===== config.mk =====
export PLATFORM = sky130hd
export DESIGN_NAME = lookup_node_feeder
export DESIGN_NICKNAME = d
export VERILOG_FILES = /design/src/rtl/lookup_node_feeder.sv
export SDC_FILE = /design/constraint.sdc
export NUM_CORES = 1
export LEC_CHECK = 0
export ABC_AREA = 1
export CORE_MARGIN = 2
export CORE_UTILIZATION = 46
export DETAILED_ROUTE_END_ITERATION = 8
export GPL_TIMING_DRIVEN = 0
export PLACE_DENSITY = 0.85
export SLEW_MARGIN = 10
export SYNTH_ARGS = -nofsm -noshare
export SYNTH_HDL_FRONTEND = slang
export SYNTH_SLANG_ARGS = --single-unit

===== constraint.sdc =====
create_clock -name clk -period 2.73 [get_ports clk]
set_clock_uncertainty 0.2 [all_clocks]
set_input_delay 0.546 -clock clk [delete_from_list [all_inputs] [get_ports clk]]
set_output_delay 0.546 -clock clk [all_outputs]
set_load 0.02 [all_outputs]

===== src/rtl/lookup_node_feeder.sv =====
// lookup_node_feeder
//   Streams clause nodes out of the host-loaded node RAM into the lookup
//   engine's node_in/node_in_valid port, inserting a one-cycle change_eng
//   pulse at every engine-segment boundary. Honours halt back-pressure and
//   aborts the whole transfer on conflict.
//
// Ports
//   clk, rst_n        clock, asynchronous active-low reset
//   start             launch pulse (IDLE only); latches base_addr, num_eng
//   mem_rd_en/addr    read strobe and address to node RAM
//   mem_rdata         {last, node}, valid one cycle after mem_rd_en
//   node_in/_valid    node beat to the engine; transfers when valid && !halt
//   halt              engine stall
//   change_eng        engine-switch pulse (one cycle per segment boundary)
//   conflict          abort request from the engine
//   busy, done        not-IDLE flag, one-cycle completion pulse
//   aborted           sticky abort flag, cleared by the next start
//   perf_nodes/stalls transferred beats / stalled cycles
//
// Optional feature: define LOOKUP_FEEDER_PERF_EN to build the saturating
// perf counters; otherwise perf_nodes/perf_stalls are constant 0.
module lookup_node_feeder #(
  parameter int NODE_W = 32,
  parameter int ADDR_W = 12,
  parameter int ENG_W  = 4
) (
  input  logic              clk,
  input  logic              rst_n,
  input  logic              start,
  input  logic [ADDR_W-1:0] base_addr,
  input  logic [ENG_W-1:0]  num_eng,
  output logic              mem_rd_en,
  output logic [ADDR_W-1:0] mem_addr,
  input  logic [NODE_W:0]   mem_rdata,
  output logic [NODE_W-1:0] node_in,
  output logic              node_in_valid,
  input  logic              halt,
  output logic              change_eng,
  input  logic              conflict,
  output logic              busy,
  output logic              done,
  output logic              aborted,
  output logic [31:0]       perf_nodes,
  output logic [31:0]       perf_stalls
);

  localparam logic [1:0] ST_IDLE   = 2'd0;
  localparam logic [1:0] ST_RUN    = 2'd1;
  localparam logic [1:0] ST_SWITCH = 2'd2;
  localparam logic [1:0] ST_DONE   = 2'd3;

  logic [1:0]        state_q, state_d;
  logic [ADDR_W-1:0] addr_q, addr_d;
  logic [ENG_W-1:0]  num_eng_q, num_eng_d;
  logic [ENG_W-1:0]  fetch_eng_q, fetch_eng_d;
  logic [ENG_W-1:0]  send_eng_q, send_eng_d;
  logic              rvalid_q, rvalid_d;
  logic              aborted_q, aborted_d;

  // Two-entry prefetch FIFO
  logic [NODE_W-1:0] fifo_data_q [0:1];
  logic [NODE_W-1:0] fifo_data_d [0:1];
  logic              fifo_last_q [0:1];
  logic              fifo_last_d [0:1];
  logic              wr_ptr_q, wr_ptr_d;
  logic              rd_ptr_q, rd_ptr_d;
  logic [1:0]        count_q, count_d;

  // Output register
  logic              out_valid_q, out_valid_d;
  logic [NODE_W-1:0] out_data_q, out_data_d;
  logic              out_last_q, out_last_d;

  logic              in_active;
  logic              ret_last;
  logic [ENG_W-1:0]  fetch_eng_inc;
  logic [ENG_W-1:0]  send_eng_inc;
  logic              last_arriving;
  logic [1:0]        occupancy;
  logic              issue;
  logic              transfer;
  logic              final_seg;
  logic              load_window;
  logic              out_free;
  logic              head_valid;
  logic [NODE_W-1:0] head_data;
  logic              head_last;
  logic              take;
  logic              pop;
  logic              push;

  always_comb begin
    in_active     = (state_q == ST_RUN) || (state_q == ST_SWITCH);
    ret_last      = mem_rdata[NODE_W];
    fetch_eng_inc = fetch_eng_q + ENG_W'(1);
    send_eng_inc  = send_eng_q + ENG_W'(1);
    // The word returning now closes the final segment: a read issued in this
    // same cycle would fetch past the end, so it is suppressed here.
    last_arriving = rvalid_q && ret_last && (fetch_eng_inc == num_eng_q);
    occupancy     = count_q + {1'b0, rvalid_q};
    issue         = (state_q == ST_RUN) && !conflict && (occupancy < 2'd2) &&
                    (fetch_eng_q != num_eng_q) && !last_arriving;

    transfer      = out_valid_q && !halt;
    final_seg     = (send_eng_inc == num_eng_q);
    // The register may prefill during SWITCH so the next segment's first
    // node appears right after the bubble.
    load_window   = (state_q == ST_RUN) || ((state_q == ST_SWITCH) && !final_seg);
    // A transferring last beat is not replaced: the following cycle is the
    // SWITCH bubble, which must show node_in_valid=0.
    out_free      = !out_valid_q || (transfer && !out_last_q);
    // A word returning while the FIFO is empty bypasses straight into the
    // output register, giving start-to-valid latency of three cycles.
    head_valid    = (count_q != 2'd0) || rvalid_q;
    head_data     = (count_q != 2'd0) ? fifo_data_q[rd_ptr_q] : mem_rdata[NODE_W-1:0];
    head_last     = (count_q != 2'd0) ? fifo_last_q[rd_ptr_q] : ret_last;
    take          = load_window && out_free && head_valid;
    pop           = take && (count_q != 2'd0);
    push          = rvalid_q && !(take && (count_q == 2'd0));
  end

  always_comb begin
    state_d     = state_q;
    addr_d      = addr_q;
    num_eng_d   = num_eng_q;
    fetch_eng_d = fetch_eng_q;
    send_eng_d  = send_eng_q;
    rvalid_d    = issue;
    aborted_d   = aborted_q;
    fifo_data_d = fifo_data_q;
    fifo_last_d = fifo_last_q;
    wr_ptr_d    = wr_ptr_q;
    rd_ptr_d    = rd_ptr_q;
    count_d     = count_q;
    out_valid_d = out_valid_q;
    out_data_d  = out_data_q;
    out_last_d  = out_last_q;

    if (issue) begin
      addr_d = addr_q + ADDR_W'(1);
    end

    if (in_active && !conflict) begin
      if (rvalid_q && ret_last) begin
        fetch_eng_d = fetch_eng_inc;
      end
      if (push) begin
        fifo_data_d[wr_ptr_q] = mem_rdata[NODE_W-1:0];
        fifo_last_d[wr_ptr_q] = ret_last;
        wr_ptr_d              = ~wr_ptr_q;
      end
      if (pop) begin
        rd_ptr_d = ~rd_ptr_q;
      end
      count_d = count_q + {1'b0, push} - {1'b0, pop};
      if (take) begin
        out_valid_d = 1'b1;
        out_data_d  = head_data;
        out_last_d  = head_last;
      end else if (transfer) begin
        out_valid_d = 1'b0;
      end
    end

    case (state_q)
      ST_IDLE: begin
        if (start) begin
          addr_d      = base_addr;
          num_eng_d   = num_eng;
          fetch_eng_d = '0;
          send_eng_d  = '0;
          aborted_d   = 1'b0;
          count_d     = '0;
          wr_ptr_d    = 1'b0;
          rd_ptr_d    = 1'b0;
          out_valid_d = 1'b0;
          state_d     = (num_eng == '0) ? ST_DONE : ST_RUN;
        end
      end
      ST_RUN: begin
        if (transfer && out_last_q) begin
          state_d = ST_SWITCH;
        end
      end
      ST_SWITCH: begin
        send_eng_d = send_eng_inc;
        state_d    = final_seg ? ST_DONE : ST_RUN;
      end
      default: begin
        state_d = ST_IDLE;
      end
    endcase

    // Abort: flush everything buffered and drop the return in flight.
    if (in_active && conflict) begin
      aborted_d   = 1'b1;
      count_d     = '0;
      wr_ptr_d    = 1'b0;
      rd_ptr_d    = 1'b0;
      out_valid_d = 1'b0;
      rvalid_d    = 1'b0;
      send_eng_d  = send_eng_q;
      state_d     = ST_DONE;
    end
  end

  always_ff @(posedge clk or negedge rst_n) begin
    if (!rst_n) begin
      state_q     <= ST_IDLE;
      addr_q      <= '0;
      num_eng_q   <= '0;
      fetch_eng_q <= '0;
      send_eng_q  <= '0;
      rvalid_q    <= 1'b0;
      aborted_q   <= 1'b0;
      for (int i = 0; i < 2; i++) begin
        fifo_data_q[i] <= '0;
        fifo_last_q[i] <= 1'b0;
      end
      wr_ptr_q    <= 1'b0;
      rd_ptr_q    <= 1'b0;
      count_q     <= '0;
      out_valid_q <= 1'b0;
      out_data_q  <= '0;
      out_last_q  <= 1'b0;
    end else begin
      state_q     <= state_d;
      addr_q      <= addr_d;
      num_eng_q   <= num_eng_d;
      fetch_eng_q <= fetch_eng_d;
      send_eng_q  <= send_eng_d;
      rvalid_q    <= rvalid_d;
      aborted_q   <= aborted_d;
      fifo_data_q <= fifo_data_d;
      fifo_last_q <= fifo_last_d;
      wr_ptr_q    <= wr_ptr_d;
      rd_ptr_q    <= rd_ptr_d;
      count_q     <= count_d;
      out_valid_q <= out_valid_d;
      out_data_q  <= out_data_d;
      out_last_q  <= out_last_d;
    end
  end

`ifdef LOOKUP_FEEDER_PERF_EN
  logic [31:0] perf_nodes_q, perf_nodes_d;
  logic [31:0] perf_stalls_q, perf_stalls_d;

  always_comb begin
    perf_nodes_d  = perf_nodes_q;
    perf_stalls_d = perf_stalls_q;
    if ((state_q == ST_IDLE) && start) begin
      perf_nodes_d  = '0;
      perf_stalls_d = '0;
    end else begin
      if (transfer && (perf_nodes_q != 32'hFFFF_FFFF)) begin
        perf_nodes_d = perf_nodes_q + 32'd1;
      end
      if (out_valid_q && halt && (perf_stalls_q != 32'hFFFF_FFFF)) begin
        perf_stalls_d = perf_stalls_q + 32'd1;
      end
    end
  end

  always_ff @(posedge clk or negedge rst_n) begin
    if (!rst_n) begin
      perf_nodes_q  <= '0;
      perf_stalls_q <= '0;
    end else begin
      perf_nodes_q  <= perf_nodes_d;
      perf_stalls_q <= perf_stalls_d;
    end
  end

  assign perf_nodes  = perf_nodes_q;
  assign perf_stalls = perf_stalls_q;
`else
  assign perf_nodes  = 32'd0;
  assign perf_stalls = 32'd0;
`endif

  assign mem_rd_en     = issue;
  assign mem_addr      = addr_q;
  assign node_in       = out_data_q;
  assign node_in_valid = out_valid_q;
  // Suppressed when an abort lands on the SWITCH cycle.
  assign change_eng    = (state_q == ST_SWITCH) && !conflict;
  assign busy          = (state_q != ST_IDLE);
  assign done          = (state_q == ST_DONE);
  assign aborted       = aborted_q;

endmodule

== Word level (Yosys, flattened, before mapping) ==
Index checks and enable logic that the tools add are counted.
Widths: inputs -> output; s select.
Storage, ports and cells
  flip-flop bits (word level): 132
  bits of input ports: 54
  output and inout port bits: 114
  word-level logic and storage cells: 138
Cells by class
  $add $sub $neg: 6
  $lt $le $gt $ge: 4
  equality and inequality tests: 9
  mux-type cells: 53
  bitwise gates (word level): 5
  reductions and logical operators: 44
Operator list (count)
  $mux 32: 5
  $bwmux 64: 1
  $mux 12: 3
  $demux 32 s1: 1
  $mux 1: 25
  $mux 4: 5
  $logic_and 1x1->1: 19
  $mux 2: 9
  $add 12x1->12 const B: 1
  $reduce_and 2->1: 5
  $reduce_bool 2->1: 5
  $add 4x1->4 const B: 2
  $eq 4x4->1: 2
  $pmux 4 s2: 1
  $logic_not 1->1: 7
  $pmux 2 s3: 1
  $add 2x1->2: 2
  $eq 2x2->1 const B: 2
  $ge 2x2->1 const B: 2
  $logic_not 2->1: 2
  $logic_not 4->1: 1
  $logic_or 1x1->1: 4
  $ne 4x4->1: 1
  $not 1->2: 2
  other kinds (11): 13

== Longest topological paths before layout ==
Gate-level depths: netlist (run 1).
  word-level depth: 16
  gate-level depth with buffers: 18
  depth with buffers taken out: 18

== Worst setup path after synthesis (run 1) ==
OpenSTA, ideal clock, no wires.
  kind: register to register
  start: register send_eng_q[0]
  end: register count_q[1]
  library setup time: 0.126 ns
  data arrival time: 2.241 ns
  required time: 2.404 ns
  path slack: 0.162 ns
  stages on the path, launching flop included: 17
  path buffers: 0
  clock period less this slack: 2.568 ns
  cells stage by stage: dfrtp_1 > ha_1 > xnor2_1 > nand2_1 > nor2_1 > nand2_1 > nand2_1 > nand2_2 > nand3_4 > nand2_1 > ha_1 > inv_1 > ha_1 > a21oi_1 > o21ai_0 > o21ai_0 > a21oi_1
On the way
  word-level cells in the longest chain between the ends: 16
  elaborated cells between the ends (all ways): 17
  those cells by class: add/sub: 3; eq/ne: 1; mux: 4; reduce/logical: 9
RTL lines
  start, declared: line 56  | logic [ENG_W-1:0] send_eng_q, send_eng_d;
  start signal, assigned: line 231  | send_eng_q <= send_eng_d;
  $add 4x1->4 (*): line 96  | send_eng_inc = send_eng_q + ENG_W'(1);
  $eq 4x4->1 (*): line 105  | final_seg = (send_eng_inc == num_eng_q);
  $logic_not 1->1 (*): line 108  | load_window = (state_q == ST_RUN) || ((state_q == ST_SWITCH) && !final_seg);
  $logic_and 1x1->1 (*): line 108
  $logic_or 1x1->1 (*): line 108
  $logic_and 1x1->1 (*) (2 in a row): line 117  | take = load_window && out_free && head_valid;
  $logic_and 1x1->1: line 119  | push = rvalid_q && !(take && (count_q == 2'd0));
  $logic_not 1->1: line 119
  $logic_and 1x1->1: line 119
  $add 2x1->2: line 155  | count_d = count_q + {1'b0, push} - {1'b0, pop};
  $sub 2x1->2 (*): line 155
  $mux 2 (*): line 143  | if (in_active && !conflict) begin
  $mux 2: line 167  | if (start) begin
  $mux 2 (*): line 165  | case (state_q)
  $mux 2 (*): line 195  | if (in_active && conflict) begin
  via count_d[1]: line 67  | logic [1:0] count_q, count_d;
  end signal, assigned: line 238  | count_q <= count_d;
  end, declared: line 67
Mark *: on every way through the listed nets, which the timed path passes. The rest lies on a longest branch.
A chain may end at the register's enable or synchronous reset.

== Worst setup path in the final report (run 1) ==
  start: register fetch_eng_q[1]
  end: output mem_rd_en
On the way
  word-level cells in the longest chain between the ends: 5
  elaborated cells between the ends (all ways): 7
  those cells by class: add/sub: 1; eq/ne: 2; reduce/logical: 4
RTL lines
  start, declared: line 55  | logic [ENG_W-1:0] fetch_eng_q, fetch_eng_d;
  start signal, assigned: line 230  | fetch_eng_q <= fetch_eng_d;
  $add 4x1->4: line 95  | fetch_eng_inc = fetch_eng_q + ENG_W'(1);
  $eq 4x4->1: line 99  | last_arriving = rvalid_q && ret_last && (fetch_eng_inc == num_eng_q);
  $logic_and 1x1->1: line 99
  $logic_not 1->1: line 102  | (fetch_eng_q != num_eng_q) && !last_arriving;
  $logic_and 1x1->1 (*): line 102
  end, declared: line 32  | output logic mem_rd_en,
Every way passes the cells marked *; elsewhere a longest branch is shown, timed or not.

==> run metrics, run 1 <==
reg-to-reg startpoint send_eng_q[0]$_DFFE_PN0P_; Setup crit start kind flip-flop; CTS buffer count 17; syn_area_per_cell 7.94 um2; CTS Root Cell clkbuf_16; Worst Hold Class reg -> reg; Clock power frac 22.8%; Cell Area, Synth 0.00711 mm2; synth-to-layout area growth 31.3%; Tot GR Track Use 21.5%; Setup Crit Path Kind reg -> out; number of synthesized register bits 132; initial antenna violation count 0; vias in the first global route 5970; switch share 40.5%; share of cells above drive strength 1 15.2%; CP peak stage delay 0.39 ns; worst hold endpoint fifo_data_q[51]$_DFFE_PN0P_; Tmin final 2.65 ns; WL final 17400 um; htree depth 4; crit-path leading delay family flip-flops; Gate power share 44.7%; cell area after layout 0.00934 mm2; clock-pin transition on the worst setup and hold timing paths 0.06 ns; Final setup viols 0; outcome finished clean; worst-margin pin slew 0.591 ns; max cap viols 0; YS warnings 0; final setup TNS 0 ns; per-cell routed wire length 13.5 um; RSZ-0062 raised after global routing true; hold path start fifo_data_q[51]$_DFFE_PN0P_; pin count of the biggest net entering global routing 73; Row Count 45; worst-path cell chain ha_1, xor2_1, nor2_1, nand4_1, nand2_2, inv_2, buf_4; CP endpoint kind output pin; PwrDens 1070 mW/mm2; global-route wire length before repair 28100 um; Mapped Cells 895; drt pass-1 iters 5; Core Region 0.0151 mm2; Synth cell types 34; Hold Vio Cnt, Final 0; internal power 0.00596 W; total global routing overflow 0; Crit path buffers/inverters 2; final worst-path cycle share 97.0%; DR iter-0 viols 478; vias per cell 4.88; Die X 128 um; r2r setup slk 0.11 ns; die area 0.0165 mm2; Final Core Density 61.6%; r2r endpoint count_q[1]$_DFF_PN0_; hold path cells 2; Routability Congestion 0.890; clk buf depth 2; Sw Pwr 0.00407 W; critical path required time 1.98 ns; P_leak 4.82 nW; Post-DP Area 0.00864 mm2; Ports 168; DR vias 6289; post-route ant nets 0; Clock Sinks 132; Seq pwr share 32.5%; CTS tree yes; Worst VDD drop 0.000766 V; port bufs 103; fmax 378 MHz; Seq/Total Area, Yosys 46.5%; die height 128 um; Final Max Tran Viols 0; # DRC 0; Arr. time, crit path 1.90 ns; Slowest-stage cell, CP dfrtp_1; clock latency on the worst-skew pair 0.43 ns; Initial Util 46.9%; fin nets 1151; CP max FO 4; post-DP HPWL 12000 um; ant diodes 0; Worst R2R Path Depth 16; Max-slew headroom 60.6%
area by class of cell:
class,instances,area [um2]
buffer,104,736
clock buffer,22,474
clock inverter,10,121
fill,1246,5810
inverter,48,180
multi-input combinational,674,3170
sequential,132,3300
tap,188,235
timing repair buffer,111,1110
state kept, by name (all words and copies together) (netlist names), 2 cells and up:
register     flops
fifo_data_q     64
node_in         32
mem_addr        12
fetch_eng_q      4
num_eng_q        4
send_eng_q       4
count_q          2
fifo_last_q      2
state_q          2
tightest hold or removal path, delay by kind of cell (launching register included):
kind          cells  cell delay [ns]
flops             1             0.34
simple gates      2             0.10
cell families after synthesis:
group	synth area share, %
AO/OA/AOI/OAI	8.71
AND/OR/NAND/NOR	28.0
other	0.0528
buffers and inverters	12.9
flip-flops	46.5
XOR/XNOR	2.34
adder cells (fa/ha/maj)	1.58
worst max-delay path by stage:
stage | slack, ns | cells past startpoint | startpoint | to
2_1_floorplan | 0.16 | 16 | send_eng_q[0]$_DFFE_PN0P_ | count_q[1]$_DFF_PN0_
3_3_place_gp | -4.30 | 1 | rst_n | node_in[6]$_DFFE_PN0P_
3_5_place_dp | -0.35 | 7 | conflict | mem_rd_en
4_1_cts | 0.01 | 5 | state_q[0]$_DFFE_PN0P_ | change_eng
5_1_grt | -0.05 | 18 | send_eng_q[0]$_DFFE_PN0P_ | count_q[1]$_DFF_PN0_
6_report | 0.08 | 7 | fetch_eng_q[1]$_DFF_PN0_ | mem_rd_en
cells in the final DEF, fill, tap and decap left out, types with 2 or more instances in the layout:
| cell | Yosys | final |
|---|---|---|
| nand2_2 | 2 | 2 |
| nand2_1 | 364 | 362 |
| clkbuf_16 | 0 | 17 |
| clkinv_2 | 0 | 2 |
| o21ai_2 | 23 | 23 |
| nor2_1 | 32 | 31 |
| ha_1 | 9 | 8 |
| buf_2 | 8 | 8 |
| buf_1 | 2 | 2 |
| nand4_2 | 2 | 2 |
| bufinv_16 | 0 | 2 |
| clkbuf_8 | 0 | 3 |
| xnor2_1 | 10 | 9 |
| nor2_8 | 2 | 2 |
| o21ai_0 | 57 | 55 |
| nand2_4 | 0 | 2 |
| inv_6 | 0 | 2 |
| nand3_1 | 68 | 68 |
| clkbuf_1 | 16 | 18 |
| o21ai_1 | 9 | 11 |
| inv_1 | 46 | 44 |
| inv_2 | 1 | 3 |
| dfrtp_1 | 132 | 131 |
| nand4_1 | 5 | 5 |
| nand3_4 | 2 | 2 |
| clkinv_4 | 0 | 3 |
| buf_6 | 12 | 13 |
| buf_4 | 65 | 72 |
| conb_1 | 1 | 64 |
| a21oi_1 | 5 | 5 |
| o22ai_1 | 3 | 3 |
| xor2_1 | 9 | 9 |
| clkdlybuf4s50_1 | 0 | 100 |
metrics by stage:
stage          hold slack (ns)  setup WS [ns]  total power (W)  instances
2_1_floorplan           0.0504          0.162          0.00611        958
3_3_place_gp             0.261          -4.30          0.00746       1249
3_5_place_dp             0.265         -0.354          0.00760       1250
4_1_cts                  0.281         0.0140           0.0100       1287
5_1_grt                  0.297        -0.0536           0.0107       1289
6_report                 0.278         0.0816           0.0100       1289
metal layers:
layer  vias to the layer above  GRT usage, %  share of wire, %
met1                      2943          26.7                43
li1                       3109             -                 -
met4                         0          4.78              0.71
met5                         -             0                 0
met3                        18          6.47               6.5
met2                       219          37.0                50
Yosys cell counts, drive strengths merged:
cell    number  area share [%]
a22oi        1            0.11
o211ai       1            0.11
xnor2       10             1.2
o221ai       1            0.12
nand3       70             5.3
a21oi        5            0.35
o31ai        1            0.11
nand4        7            0.79
nand2      366              19
dfrtp      132              46
clkbuf      17            0.92
clkinv       1           0.053
o21ai       89             7.5
ha           9             1.6
o22ai        3            0.26
buf         87             9.4
conb         1           0.053
inv         47             2.5
xor2         9             1.1
nor2        35             2.4
nor3         1           0.070
a31oi        2            0.18
power groups by stage:
stage	registers, W	clock network [W]	logic (W)
after floorplan	0.00353	0	0.00258
after global placement	0.00325	0	0.00421
after detailed placement	0.00328	0	0.00433
after CTS	0.00326	0.00231	0.00443
after global routing	0.00335	0.00240	0.00498
final	0.00326	0.00229	0.00448
timing repair:
action,in CTS,in global routing
endpoints found under the hold margin,60,0
setup buffers,4,2
hold buffers,1,0
endpoints found under the setup margin,2,3
pin swaps,0,6
resized for setup,10,9
(Power assumes the default switching activity.)
==> run 2, diff against run 1 <==
CORE_MARGIN = 3   (was 2)
==> run 2 against run 1 <==
  * Cell count shrank 0.31%
  * Die area up 3.1%
  * Routed wire length up 2.5%
  * Hold slack got worse by 0.00072 ns
  * Setup slack got worse by 0.0025 ns
  * Largest cell class unchanged
==> run metrics, run 2 (synthesis gave the netlist of run 1 again) <==
outcome finished clean; Fillers 1230; P_leak 4.82 nW; die area 0.0170 mm2; Worst VDD drop 0.000760 V; most frequent CP cell nand2_1; clock-pin transition on the worst setup and hold timing paths 0.06 ns; Worst Hold Class reg -> reg; share of cells above drive strength 1 15.3%; crit path from send_eng_q[1]$_DFFE_PN0P_; r2r setup slk 0.08 ns; placed cell count 1246; Largest Register fifo_data_q; vias per cell 4.95; Final setup viols 0; port bufs 103; r2r endpoint count_q[1]$_DFF_PN0_; global-route wire length before repair 28400 um; clk buf depth 2; pre-CTS WS -0.387 ns; Row Count 44; Final Worst Setup Slack 0.0791 ns; DR vias 6355; hold path cells 2; leading cell type in the layout, fill and taps excluded nand2_1; max cap viols 0; CTS tree yes; fmax 377 MHz; worst-path cell chain ha_4, xnor2_2, nand2_1, nor2_1, nand2_1, nand2_1, nand2_2, nand3_4, nand2_1, ha_4, inv_1, ha_2, a21oi_2, o21ai_1, o21ai_1, a21oi_1; Clock power frac 23.9%; worst-margin pin slew 0.557 ns; Clock Sinks 132; internal power 0.00612 W; Final Max Tran Viols 0; Hold Vio Cnt, Final 0; Core Region 0.0148 mm2; clock latency on the worst-skew pair 0.43 ns; fin cells 1285; Die X 130 um; final setup TNS 0 ns; Slowest-stage cell, CP dfrtp_1; Reg area 0.00330 mm2; synth-to-layout area growth 32.2%; reg-to-reg startpoint send_eng_q[1]$_DFFE_PN0P_; Routability Congestion 0.861; Ports 168; Tmin final 2.65 ns; DR iter-0 viols 505; Tot GR Track Use 21.2%; CP peak stage delay 0.42 ns; # DRC 0; CP Capture Point count_q[1]$_DFF_PN0_; critical path required time 2.83 ns; CTS buffer count 17; die height 130 um; total global routing overflow 0; CP max FO 3; Sw Pwr 0.00411 W; Worst R2R Path Depth 16; htree depth 4; Gate power share 44.0%; final worst-path cycle share 97.1%; WL final 17800 um; hold slack 0.277 ns; drt pass-1 iters 5; post-route ant nets 0; initial antenna violation count 0; Seq pwr share 32.1%; Crit path buffers/inverters 1; post-DP HPWL 12000 um; Initial Util 48.0%; ant diodes 0; Setup Crit Path Kind reg -> reg; fin nets 1151; area of the multi-input gates 0.00320 mm2; CP endpoint kind flip-flop; most frequent cells in the layout 363 x nand2_1, 131 x dfrtp_1, 99 x clkdlybuf4s50_1, 71 x buf_4, 68 x nand3_1; Setup crit start kind flip-flop; CTS Root Cell clkbuf_16; Crit path depth 16; switch share 40.1%; PwrDens 1090 mW/mm2; max FFs per register 64; Arr. time, crit path 2.75 ns; Max-slew headroom 62.9%; vias in the first global route 5958; pin count of the biggest net entering global routing 93; crit-path leading delay family adder cells; per-cell routed wire length 13.8 um
## run 2: changes by cell type in the layout (fill, tap and decap cells not counted), sizes merged
cell / previous run / this run
clkbuf: 39 / 38
bufinv: 2 / 4
clkinv: 6 / 5
clkdlybuf4s50: 100 / 99
inv: 49 / 48
dlygate4sd2: 0 / 1
clkinvlp: 1 / 2
## run 2: metal layers
metal / share of wire, % / global-route usage, % / wire length (um)
met4: 1.3 / 8.01 / 234
met1: 42 / 27.3 / 7380
met3: 7.7 / 5.03 / 1370
met5: 0 / 0 / 0
met2: 49 / 34.7 / 8790
## run 2: through the flow
step | power, W | cell area (um2) | utilization [%]
6_report | 0.0102 | 9400 | 63.4
2_1_floorplan | 0.00611 | 7340 | -
3_3_place_gp | 0.00745 | 8610 | 58.1
4_1_cts | 0.0101 | 9300 | 62.8
5_1_grt | 0.0109 | 9400 | 63.4
3_5_place_dp | 0.00758 | 8630 | 58.3
## run 2: layout make-up
type,instances,area share [%]
Buffer,104,7.83
Clock buffer,21,4.90
Clock inverter,11,1.86
Inverter,48,1.92
Multi-Input combinational cell,674,34.0
Sequential cell,132,35.2
Tap cell,184,2.45
Timing Repair Buffer,111,11.8
## run 2: worst reg2reg max path, cell delays in order (launching register included)
cell and delay (ns):
dfrtp_1 0.42, ha_4 0.27, xnor2_2 0.17, nand2_1 0.07, nor2_1 0.08, nand2_1 0.09, nand2_1 0.08, nand2_2 0.10
nand3_4 0.08, nand2_1 0.09, ha_4 0.27, inv_1 0.03, ha_2 0.17, a21oi_2 0.12, o21ai_1 0.10, o21ai_1 0.14
a21oi_1 0.05
## run 2: worst min-delay path by stage
| stage | from | to |
|---|---|---|
| floorplan | rst_n | aborted$_DFFE_PN0P_ |
| global placement | fifo_data_q[30]$_DFFE_PN0P_ | fifo_data_q[30]$_DFFE_PN0P_ |
| detailed placement | fifo_data_q[57]$_DFFE_PN0P_ | fifo_data_q[57]$_DFFE_PN0P_ |
| CTS | fifo_data_q[57]$_DFFE_PN0P_ | fifo_data_q[57]$_DFFE_PN0P_ |
| global route | fifo_data_q[19]$_DFFE_PN0P_ | fifo_data_q[19]$_DFFE_PN0P_ |
| finish | fifo_data_q[49]$_DFFE_PN0P_ | fifo_data_q[49]$_DFFE_PN0P_ |
## run 2: repair_timing
action | in CTS | in global routing
gates resized for setup | 7 | 14
pin swaps | 1 | 10
endpoints found under the setup margin | 3 | 4
setup buffers | 3 | 3
hold endpoints to repair | 40 | 0
hold buffers | 1 | 0
## run 2: power by group through the flow
stage          combinational (W)  sequential (W)  clock, W
2_1_floorplan            0.00258         0.00353         0
3_3_place_gp             0.00419         0.00326         0
3_5_place_dp             0.00430         0.00328         0
4_1_cts                  0.00438         0.00326   0.00247
5_1_grt                  0.00500         0.00337   0.00255
6_report                 0.00450         0.00328   0.00245
==> run 3, diff against run 2 <==
CORE_UTILIZATION = 50   (was 46)
PLACE_DENSITY = 0.87   (was 0.85)
clock period = 2.7 ns   (was 2.73 ns; I/O delays follow)
==> run 3 against run 2 <==
  * Cell count fell by 0.31%
  * Cell area rose by 0.13%
  * First-iteration DRC count rose by 21%
  * Routed wire length rose by 1.9%
  * Largest cell class unchanged
  * Largest power group unchanged
  * Highest routed layer unchanged
==> run metrics, run 3 (synthesis gave the netlist of run 1 again) <==
Setup crit start kind flip-flop; synth-to-layout area growth 32.4%; Setup Crit Path Kind reg -> reg; PwrDens 1110 mW/mm2; Final Max Tran Viols 0; post-DP HPWL 12400 um; clk buf depth 2; CTS Root Cell clkbuf_16; Initial Util 52.4%; port bufs 103; Final Core Density 69.4%; worst-margin pin slew 0.531 ns; cell area after layout 0.00941 mm2; vias in the first global route 6231; Tmin final 2.60 ns; final setup TNS 0 ns; die height 125 um; drt pass-1 iters 5; r2r endpoint count_q[1]$_DFF_PN0_; Tot GR Track Use 22.8%; CTS tree yes; WL final 18100 um; max cap viols 0; leading cell type in the layout, fill and taps excluded nand2_1; Final Worst Setup Slack 0.104 ns; Max-slew headroom 64.6%; Die X 125 um; clock-pin transition on the worst setup and hold timing paths 0.06 ns; total global routing overflow 0; worst hold endpoint node_in[8]$_DFFE_PN0P_; Fillers 1032; global-route wire length before repair 29500 um; CP endpoint kind flip-flop; initial antenna violation count 0; post-route ant nets 0; die area 0.0157 mm2; vias per cell 5.00; Core Region 0.0136 mm2; fin nets 1154; outcome finished clean; Post-DP Area 0.00862 mm2; clock latency on the worst-skew pair 0.42 ns; pin count of the biggest net entering global routing 88; Ports 168; hold path cells 2; most frequent cells in the layout 363 x nand2_1, 131 x dfrtp_1, 99 x clkdlybuf4s50_1, 75 x buf_4, 68 x nand3_1; fmax 385 MHz; Row Count 42; pre-CTS WS -0.379 ns; Arr. time, crit path 2.70 ns; DR iter-0 viols 609; max FFs per register 64; critical path required time 2.80 ns; per-cell routed wire length 14.2 um; reg-to-reg startpoint send_eng_q[0]$_DFFE_PN0P_; Worst Hold Class reg -> reg; Worst VDD drop 0.000748 V; P_leak 4.84 nW; htree depth 4; Final setup viols 0; share of cells above drive strength 1 15.6%; DR vias 6399; Worst R2R Path Depth 16; hold path start node_in[8]$_DFFE_PN0P_; Routability Congestion 0.890; r2r setup slk 0.10 ns; final worst-path cycle share 96.1%; CP max FO 4; CTS buffer count 17; Largest Register fifo_data_q; # DRC 0; Tot Pwr 0.0105 W; Clock Sinks 132; Hold Vio Cnt, Final 0
==> run 3: changes by cell type in the layout (fill, tap and decap cells not counted), sizes merged <==
cell,before,now
buf,96,99
bufinv,4,5
clkinv,5,4
inv,48,51
clkbuf,38,35
diode,0,1
==> run 3: final cells by class <==
cell class | count | area [um2] | area share [%]
clock inverter | 14 | 221 | 2.35
inverter | 48 | 180 | 1.92
multi-input combinational | 674 | 3170 | 33.7
timing repair buffer | 114 | 1140 | 12.1
antenna | 1 | 2.50 | 0.0266
clock buffer | 18 | 439 | 4.67
tap | 176 | 220 | 2.34
sequential | 132 | 3300 | 35.1
buffer | 104 | 736 | 7.82
==> run 3: metal layers <==
metal,global-route usage (%),share of wire (%),vias up
met1,28.0,40,3002
met5,0,0,-
met2,39.4,50,266
met3,6.57,7.9,37
met4,6.63,2.0,0
li1,-,-,3094
==> run 3: how the worst max path moves through the flow <==
stage	start	end	slack, ns	cells after the start
after floorplan	send_eng_q[0]$_DFFE_PN0P_	count_q[1]$_DFF_PN0_	0.13	16
after CTS	fetch_eng_q[1]$_DFF_PN0_	mem_rd_en	0.03	7
after global routing	send_eng_q[1]$_DFFE_PN0P_	count_q[1]$_DFF_PN0_	-0.03	16
after global placement	rst_n	mem_addr[9]$_DFF_PN0_	-4.28	1
after detailed placement	conflict	mem_rd_en	-0.38	7
final	send_eng_q[0]$_DFFE_PN0P_	count_q[1]$_DFF_PN0_	0.10	16
==> run 3: power breakdown <==
group | switching (W) | total, W | internal (W)
Sequential | 0.000570 | 0.00332 | 0.00275
Clock | 0.000895 | 0.00257 | 0.00167
Combinational | 0.00272 | 0.00459 | 0.00186
Total | 0.00419 | 0.0105 | 0.00628
==> run 3: worst max-delay path: stages (launching register included) <==
cell     delay [ns]
dfrtp_2        0.43
ha_4           0.25
xnor2_1        0.14
nand2_1        0.07
nor2_1         0.10
nand2_1        0.08
nand2_1        0.07
nand2_2        0.09
nand3_4        0.09
nand2_1        0.07
ha_1           0.30
inv_1          0.05
ha_2           0.17
a21oi_2        0.12
o21ai_1        0.09
o21ai_1        0.12
a21oi_1        0.05
==> run 3: metrics by stage <==
stage | std cells | hold WS [ns]
6_report | 1281 | 0.279
5_1_grt | 1280 | 0.297
4_1_cts | 1275 | 0.281
3_5_place_dp | 1238 | 0.265
3_3_place_gp | 1237 | 0.261
2_1_floorplan | 958 | 0.0444
==> run 3: repair_timing <==
| item | CTS | global route |
|---|---|---|
| setup buffers | 4 | 5 |
| gates resized for setup | 10 | 9 |
| hold buffers | 1 | 0 |
| setup endpoints to repair | 3 | 3 |
| endpoints found under the hold margin | 45 | 0 |
| pin swaps | 1 | 3 |
